$ cat src/rtl/uart_fifo_bus.sv
// rtl/uart_fifo_bus.sv - memory-mapped 8N1 UART with TX/RX FIFOs for the 6502 bus
// Single clock domain; the CPU side acts once per chip-select assertion.

module uart_fifo_bus_fifo #(
  parameter int DEPTH = 16
) (
  input  logic       clk,
  input  logic       reset,
  input  logic       i_push,
  input  logic       i_pop,
  input  logic [7:0] i_wdata,
  output logic [7:0] o_rdata,
  output logic       o_empty,
  output logic       o_full
);
  localparam int AW = $clog2(DEPTH);

  logic [7:0]    r_mem [DEPTH];
  logic [AW-1:0] r_wptr;
  logic [AW-1:0] r_rptr;
  logic [AW:0]   r_count;

  always_ff @(posedge clk) begin
    if (i_push) r_mem[r_wptr] <= i_wdata;
  end

  always_ff @(posedge clk or negedge reset) begin
    if (!reset) begin
      r_wptr  <= '0;
      r_rptr  <= '0;
      r_count <= '0;
    end else begin
      if (i_push) r_wptr <= r_wptr + AW'(1);
      if (i_pop)  r_rptr <= r_rptr + AW'(1);
      case ({i_push, i_pop})
        2'b10:   r_count <= r_count + (AW+1)'(1);
        2'b01:   r_count <= r_count - (AW+1)'(1);
        default: ;
      endcase
    end
  end

  assign o_rdata = r_mem[r_rptr];
  assign o_empty = (r_count == '0);
  assign o_full  = (r_count == (AW+1)'(DEPTH));
endmodule

module uart_fifo_bus #(
  parameter int TX_DEPTH    = 16,
  parameter int RX_DEPTH    = 16,
  parameter int DIV_WIDTH   = 16,
  parameter int DEFAULT_DIV = 26
) (
  input  logic       clk,
  input  logic       reset,
  input  logic       cs,
  input  logic       rwb,
  input  logic [2:0] addr,
  input  logic [7:0] i_data,
  output logic [7:0] o_data,
  input  logic       rx_i,
  output logic       tx_o,
  output logic       irqb
);
  typedef enum logic [1:0] {RX_IDLE, RX_START, RX_DATA, RX_STOP} rx_state_t;

  logic                 r_cs_q, r_irqb;
  logic [3:0]           r_ctrl;
  logic [DIV_WIDTH-1:0] r_div, r_baud_cnt;
  logic                 r_rx_overrun, r_frame_err, r_tx_overflow;
  logic                 r_tx_busy, r_tx_o;
  logic [7:0]           r_tx_data;
  logic [3:0]           r_tx_bit, r_tx_tcnt;
  logic [1:0]           r_sync;
  logic                 r_rx_prev;
  rx_state_t            r_rx_state, w_rx_state_nx;
  logic [3:0]           r_rx_tcnt;
  logic [2:0]           r_rx_bitn;
  logic [7:0]           r_rx_sr;

  logic       w_acc, w_wr, w_rd, w_tick, w_w1c;
  logic       w_txf_push, w_txf_pop, w_txf_empty, w_txf_full, w_tx_push_req, w_tx_end;
  logic       w_rxf_push, w_rxf_empty, w_rxf_full, w_cpu_pop, w_rx_push_req, w_ferr_set;
  logic [7:0] w_txf_rdata, w_rxf_rdata;
  logic       w_rx_line, w_rx_fall, w_tx_idle;

  assign w_acc = cs & ~r_cs_q;
  assign w_wr  = w_acc & ~rwb;
  assign w_rd  = w_acc & rwb;
  assign w_w1c = w_wr & (addr == 3'd1);

  assign w_tick = (r_baud_cnt == '0);

  assign w_tx_end      = r_tx_busy & w_tick & (r_tx_tcnt == 4'd15) & (r_tx_bit == 4'd9);
  assign w_txf_pop     = ~w_txf_empty & (~r_tx_busy | w_tx_end);
  assign w_tx_push_req = w_wr & (addr == 3'd0);
  assign w_txf_push    = w_tx_push_req & (~w_txf_full | w_txf_pop);
  assign w_tx_idle     = w_txf_empty & ~r_tx_busy;

  assign w_rx_line  = r_ctrl[3] ? r_tx_o : r_sync[1];
  assign w_rx_fall  = r_rx_prev & ~w_rx_line;
  assign w_cpu_pop  = w_rd & (addr == 3'd0) & ~w_rxf_empty;
  assign w_rxf_push = w_rx_push_req & (~w_rxf_full | w_cpu_pop);

  uart_fifo_bus_fifo #(.DEPTH(TX_DEPTH)) u_txf (
    .clk(clk), .reset(reset), .i_push(w_txf_push), .i_pop(w_txf_pop), .i_wdata(i_data),
    .o_rdata(w_txf_rdata), .o_empty(w_txf_empty), .o_full(w_txf_full));

  uart_fifo_bus_fifo #(.DEPTH(RX_DEPTH)) u_rxf (
    .clk(clk), .reset(reset), .i_push(w_rxf_push), .i_pop(w_cpu_pop), .i_wdata(r_rx_sr),
    .o_rdata(w_rxf_rdata), .o_empty(w_rxf_empty), .o_full(w_rxf_full));

  always_ff @(posedge clk or negedge reset) begin
    if (!reset) begin
      r_cs_q        <= 1'b0;
      r_ctrl        <= '0;
      r_div         <= DIV_WIDTH'(DEFAULT_DIV);
      r_baud_cnt    <= '0;
      r_rx_overrun  <= 1'b0;
      r_frame_err   <= 1'b0;
      r_tx_overflow <= 1'b0;
      r_irqb        <= 1'b1;
    end else begin
      r_cs_q     <= cs;
      r_baud_cnt <= w_tick ? r_div : r_baud_cnt - DIV_WIDTH'(1);
      if (w_wr && addr == 3'd2) r_ctrl <= i_data[3:0];
      if (w_wr && addr == 3'd3) r_div[7:0] <= i_data;
      if (w_wr && addr == 3'd4) r_div[DIV_WIDTH-1:8] <= i_data[DIV_WIDTH-9:0];
      // A set event in the same cycle overrides the W1C clear.
      r_rx_overrun  <= (w_rx_push_req & w_rxf_full & ~w_cpu_pop) |
                       (r_rx_overrun & ~(w_w1c & i_data[5]));
      r_frame_err   <= w_ferr_set | (r_frame_err & ~(w_w1c & i_data[6]));
      r_tx_overflow <= (w_tx_push_req & w_txf_full & ~w_txf_pop) |
                       (r_tx_overflow & ~(w_w1c & i_data[7]));
      r_irqb <= ~((r_ctrl[0] & ~w_rxf_empty) | (r_ctrl[1] & w_txf_empty) |
                  (r_ctrl[2] & (r_rx_overrun | r_frame_err | r_tx_overflow)));
    end
  end

  always_ff @(posedge clk or negedge reset) begin
    if (!reset) begin
      r_tx_busy <= 1'b0;
      r_tx_o    <= 1'b1;
      r_tx_data <= '0;
      r_tx_bit  <= '0;
      r_tx_tcnt <= '0;
    end else if (w_txf_pop) begin
      r_tx_busy <= 1'b1;
      r_tx_data <= w_txf_rdata;
      r_tx_bit  <= '0;
      r_tx_tcnt <= '0;
      r_tx_o    <= 1'b0;
    end else if (w_tx_end) begin
      r_tx_busy <= 1'b0;
    end else if (r_tx_busy && w_tick) begin
      r_tx_tcnt <= r_tx_tcnt + 4'd1;
      if (r_tx_tcnt == 4'd15) begin
        r_tx_bit <= r_tx_bit + 4'd1;
        r_tx_o   <= (r_tx_bit == 4'd8) ? 1'b1 : r_tx_data[r_tx_bit[2:0]];
      end
    end
  end

  always_comb begin
    w_rx_state_nx = r_rx_state;
    w_rx_push_req = 1'b0;
    w_ferr_set    = 1'b0;
    case (r_rx_state)
      RX_IDLE:  if (w_rx_fall) w_rx_state_nx = RX_START;
      RX_START: if (w_tick && r_rx_tcnt == 4'd7) w_rx_state_nx = w_rx_line ? RX_IDLE : RX_DATA;
      RX_DATA:  if (w_tick && r_rx_tcnt == 4'd15 && r_rx_bitn == 3'd7) w_rx_state_nx = RX_STOP;
      RX_STOP: begin
        if (w_tick && r_rx_tcnt == 4'd15) begin
          w_rx_state_nx = RX_IDLE;
          w_rx_push_req = w_rx_line;
          w_ferr_set    = ~w_rx_line;
        end
      end
      default: w_rx_state_nx = RX_IDLE;
    endcase
  end

  always_ff @(posedge clk or negedge reset) begin
    if (!reset) begin
      r_sync     <= 2'b11;
      r_rx_prev  <= 1'b1;
      r_rx_state <= RX_IDLE;
      r_rx_tcnt  <= '0;
      r_rx_bitn  <= '0;
      r_rx_sr    <= '0;
    end else begin
      r_sync     <= {r_sync[0], rx_i};
      r_rx_prev  <= w_rx_line;
      r_rx_state <= w_rx_state_nx;
      if (w_rx_state_nx != r_rx_state) r_rx_tcnt <= '0;
      else if (w_tick)                 r_rx_tcnt <= r_rx_tcnt + 4'd1;
      if (r_rx_state != RX_DATA) begin
        r_rx_bitn <= '0;
      end else if (w_tick && r_rx_tcnt == 4'd15) begin
        r_rx_sr   <= {w_rx_line, r_rx_sr[7:1]};
        r_rx_bitn <= r_rx_bitn + 3'd1;
      end
    end
  end

  always_comb begin
    o_data = '0;
    case (addr)
      3'd0: if (!w_rxf_empty) o_data = w_rxf_rdata;
      3'd1: o_data = {r_tx_overflow, r_frame_err, r_rx_overrun, w_tx_idle,
                      w_txf_full, w_txf_empty, w_rxf_full, ~w_rxf_empty};
      3'd2: o_data = {4'b0000, r_ctrl};
      3'd3: o_data = r_div[7:0];
      3'd4: o_data[DIV_WIDTH-9:0] = r_div[DIV_WIDTH-1:8];
      default: o_data = '0;
    endcase
  end

  assign tx_o = r_tx_o;
  assign irqb = r_irqb;
endmodule

$ cat config.mk
export PLATFORM = sky130hd
export DESIGN_NAME = uart_fifo_bus
export DESIGN_NICKNAME = d
export VERILOG_FILES = /design/src/rtl/uart_fifo_bus.sv
export SDC_FILE = /design/constraint.sdc
export NUM_CORES = 1
export LEC_CHECK = 0
export CAP_MARGIN = 10
export CORE_MARGIN = 2
export CORE_UTILIZATION = 50
export DETAILED_ROUTE_END_ITERATION = 16
export HOLD_SLACK_MARGIN = 0.06
export PLACE_DENSITY = 0.69
export SLEW_MARGIN = 10
export SYNTH_ARGS = -nofsm -noshare
export SYNTH_HDL_FRONTEND = slang
export SYNTH_SLANG_ARGS = --single-unit
$ cat constraint.sdc
create_clock -name clk -period 3.85 [get_ports clk]
set_input_delay 0.77 -clock clk [delete_from_list [all_inputs] [get_ports clk]]
set_output_delay 0.77 -clock clk [all_outputs]
set_load 0.02 [all_outputs]
==> qor.json <==
{
  "grt_pass1_wl": {"value": 47.1, "unit": "mm"},
  "register_to_register_setup_slack": {"value": 20, "unit": "ps"},
  "drt_iter0_drc": {"value": 708},
  "antennaDiodeCount": {"value": 0},
  "detailed_place_hpwl": {"value": 20.0, "unit": "mm"},
  "cellPowerDensity": {"value": 505, "unit": "nW/um^2"},
  "timing.rr.start": {"value": "r_baud_cnt[0]"},
  "timing.critical_path.max_delay_family": {"value": "simple AND/OR/NAND/NOR gates"},
  "cp_num_buf_inv": {"value": 4},
  "synth.yosys.warnings": {"value": 0},
  "cts.path.max_buffers": {"value": 3},
  "io_buffer_count": {"value": 25},
  "critical_path_required": {"value": 4260, "unit": "ps"},
  "die_h": {"value": 178, "unit": "um"},
  "worst_r2r_endpoint": {"value": "u_rxf.r_count[4]"},
  "max_fanout_on_critical_path": {"value": 4},
  "synth-seq-cells": {"value": 361},
  "dpl.cell_count": {"value": 1313},
  "routed_wirelength": {"value": 30.6, "unit": "mm"},
  "route.detailed.vias_per_inst": {"value": 5.75},
  "cts_made_buffers": {"value": 38},
  "synth_cells": {"value": 893},
  "clk-insertion-delay-late": {"value": 530, "unit": "ps"},
  "fmaxAchievable": {"value": 0.261, "unit": "GHz"},
  "r2r.worst_path.cells": {"value": 16},
  "rsz0062_at_grt": {"value": "true"},
  "slowest_delay": {"value": 530, "unit": "ps"},
  "power.leakage": {"value": 0.00651, "unit": "uW"},
  "initial_utilization": {"value": 0.510},
  "cp.arrival": {"value": 4240, "unit": "ps"},
  "fp.dieW": {"value": 178, "unit": "um"},
  "syn-cell-area": {"value": 15200, "unit": "um^2"},
  "vias_in_the_first_global_route": {"value": 8017},
  "layout-drive-gt1-share": {"value": 0.274},
  "wl_per_cell": {"value": 22.0, "unit": "um"},
  "synth_fp_nets": {"value": 934},
  "timing.hold.ws": {"value": 371, "unit": "ps"},
  "worst_slack": {"value": 18.3, "unit": "ps"},
  "final_min_period_over_clock_period": {"value": 0.995},
  "number_of_standard_cell_rows_in_the_floorplan": {"value": 63},
  "min_to": {"value": "r_sync[1]"},
  "antenna_violations_before_repair": {"value": 0},
  "outcome": {"value": "finished, final reports clean"},
  "synth.lib_cells_used.distinct": {"value": 62},
  "postSynth.asyncResetShare": {"value": 0.291},
  "cts.clk_slew.worst_paths": {"value": 60, "unit": "ps"},
  "synth_edf_count": {"value": 256},
  "worstSetupStartpointType": {"value": "flip-flop"},
  "io_pins": {"value": 26},
  "critPathMostFrequentCell": {"value": "inv_2"},
  "maxSlewHeadroom": {"value": 0.374},
  "synth-seq-area-share": {"value": 0.681},
  "cp_class": {"value": "flip-flop to flip-flop"},
  "detail_route.drc_violations": {"value": 0},
  "design_area": {"value": 17500, "unit": "um^2"},
  "critical_path.endpoint_type": {"value": "flip-flop"},
  "holdCritStartpoint": {"value": "r_sync[0]"},
  "setup_tns": {"value": 0, "unit": "ps"},
  "die-area": {"value": 31700, "unit": "um^2"},
  "synth.avg_cell_area": {"value": 17.0, "unit": "um^2"},
  "tritoncts_num_sinks": {"value": 361},
  "synthFlopType": {"value": "edfxtp_1"},
  "ant_nets": {"value": 0},
  "worstSetupStartpoint": {"value": "r_baud_cnt[0]"},
  "placement.cell_area": {"value": 16100, "unit": "um^2"},
  "slew_at_the_pin_closest_to_its_max_slew_limit": {"value": 939, "unit": "ps"},
  "core_region_area": {"value": 29700, "unit": "um^2"},
  "cp_cell_sequence": {"value": "inv_1 -> ha_2 -> or3b_4 -> or4b_4 -> or4_4 -> nor4b_4 -> inv_2 -> ha_4 -> inv_4 -> fa_2 -> inv_2 -> a21o_1 -> a21oi_2 -> xnor2_1 -> nor2_1 -> xor2_1"},
  "tritoncts": {"value": "built"},
  "grt_util_all_layers": {"value": 0.199},
  "placement.setup.worst_slack": {"value": 50.9, "unit": "ps"},
  "drt_first_pass_iters": {"value": 6},
  "instances_no_fill": {"value": 1388},
  "crit_path_max_delay_cell_type": {"value": "or4_4"},
  "finalMaxSlewViolations": {"value": 0},
  "ctsRootBufferMaster": {"value": "clkbuf_16"},
  "cts_max_level": {"value": 2},
  "grt_max_degree": {"value": 76},
  "cts_hold_buffers": {"value": 0},
  "overall_via_count_from_detail_route": {"value": 7982},
  "post-route-min-period": {"value": 3830, "unit": "ps"},
  "holdPathStages": {"value": 0},
  "final_skew": {"value": 32.3, "unit": "ps"},
  "gp_congestion": {"value": 0.868},
  "drv_cap": {"value": 0},
  "flow.area_growth_from_synthesis": {"value": 15.2, "unit": "%"},
  "hold_violations": {"value": 0},
  "gr-total-overflow": {"value": 0},
  "min_path_type": {"value": "flip-flop to flip-flop"},
  "worst_ir_drop_vdd": {"value": 0.419, "unit": "mV"},
  "setup_viol": {"value": 0},
  "final_nets": {"value": 1009}
}
cell usage after synthesis (all sizes together) (6+ instances only):
cell type,number,area (um^2)
xnor2,28,245
nand3,6,30.0
nand2,59,221
buf,17,88.8
nor2,53,199
a31oi,7,43.8
inv,25,93.8
dfrtp,97,2430
and2,13,81.3
xor2,11,96.3
nor4,6,37.5
o221ai,6,52.6
o21ai,18,90.1
dfstp,8,210
edfxtp,256,7690
clkbuf,22,82.6
a21oi,19,95.1
ha,24,300
mux2i,8,80.1
nand2b,7,43.8
mux4,82,1850
nor3,12,65.1
mux2,41,462
metrics by stage:
step / total power (uW) / utilization
after CTS: 8890 / 0.585
after global routing: 9140 / 0.588
final: 8820 / 0.588
after floorplan: 4960 / -
after global placement: 5170 / 0.542
after detailed placement: 5190 / 0.542
worst max path at each step:
stage	end	slack, ps	cells after the start
4_1_cts	u_rxf.r_count[4]	3	14
3_5_place_dp	u_rxf.r_count[4]	50	14
6_report	u_rxf.r_count[4]	20	16
5_1_grt	u_rxf.r_count[4]	-130	16
3_3_place_gp	u_rxf.r_count[4]	130	14
2_1_floorplan	u_rxf.r_count[4]	6	16
cells by family (layout without fill, tap and decap cells):
group                    count (synthesis)  count (layout)  synth area share
AO/OA/AOI/OAI                           82              82            0.0360
XOR/XNOR                                39              39            0.0225
adder cells (fa/ha/maj)                 25              25            0.0211
buffers and inverters                   64             169            0.0175
flip-flops                             361             361             0.681
multiplexers                           131             131             0.158
AND/OR/NAND/NOR                        191             191            0.0642
report_power, final:
| group | total, uW | internal, uW | switching [uW] |
|---|---|---|---|
| Sequential | 4540 | 4340 | 200 |
| Combinational | 593 | 300 | 293 |
| Clock | 3690 | 2220 | 1470 |
| Total | 8820 | 6860 | 1960 |
final cells by class:
cell class / instances / area [um^2]
clock buffer: 50 / 1060
fill: 2195 / 12200
tap: 390 / 488
multi-input combinational: 468 / 4620
inverter: 25 / 96.3
timing repair buffer: 74 / 656
clock inverter: 20 / 223
sequential: 361 / 10300
timing repair:
action                                  4_1_cts  5_1_grt
resized for setup                             8       13
cloned                                        1        0
endpoints found under the setup margin        6        2
pin swaps                                     0       12
buffers inserted                              0        4
layout by cell type, fill, tap and decap left out, types with 6 or more instances in the layout:
cell,count
buf_4,47
nand2_1,59
nand2b_1,7
clkbuf_1,7
clkdlybuf4s50_1,16
dfrtp_1,95
mux4_2,82
and2_1,8
dlygate4sd2_1,8
xor2_1,11
a31oi_1,7
a21oi_1,17
clkinv_2,10
ha_1,21
nor2_1,53
edfxtp_1,256
nor4_1,6
inv_1,22
clkbuf_16,39
mux2_2,41
nor3_1,10
nand3_1,6
mux2i_1,8
o21ai_0,17
o221ai_1,6
dfstp_2,8
xnor2_1,28
sequential cells by signal (all words and copies together) (netlist names), 5 cells and up:
register,flops
r_baud_cnt,16
r_div,16
r_rx_sr,8
r_tx_data,8
u_rxf.r_count,5
u_rxf.r_mem,128
u_txf.r_count,5
u_txf.r_mem,128
routing by layer:
layer / wire length [um] / GRT usage / vias up
li1: - / - / 3620
met3: 1330 / 0.0322 / 41
met4: 527 / 0.0461 / 0
met2: 15200 / 0.328 / 179
met1: 13500 / 0.283 / 4142
met5: 0 / 0 / -
Note: power is estimated with default switching activity, not from simulation.
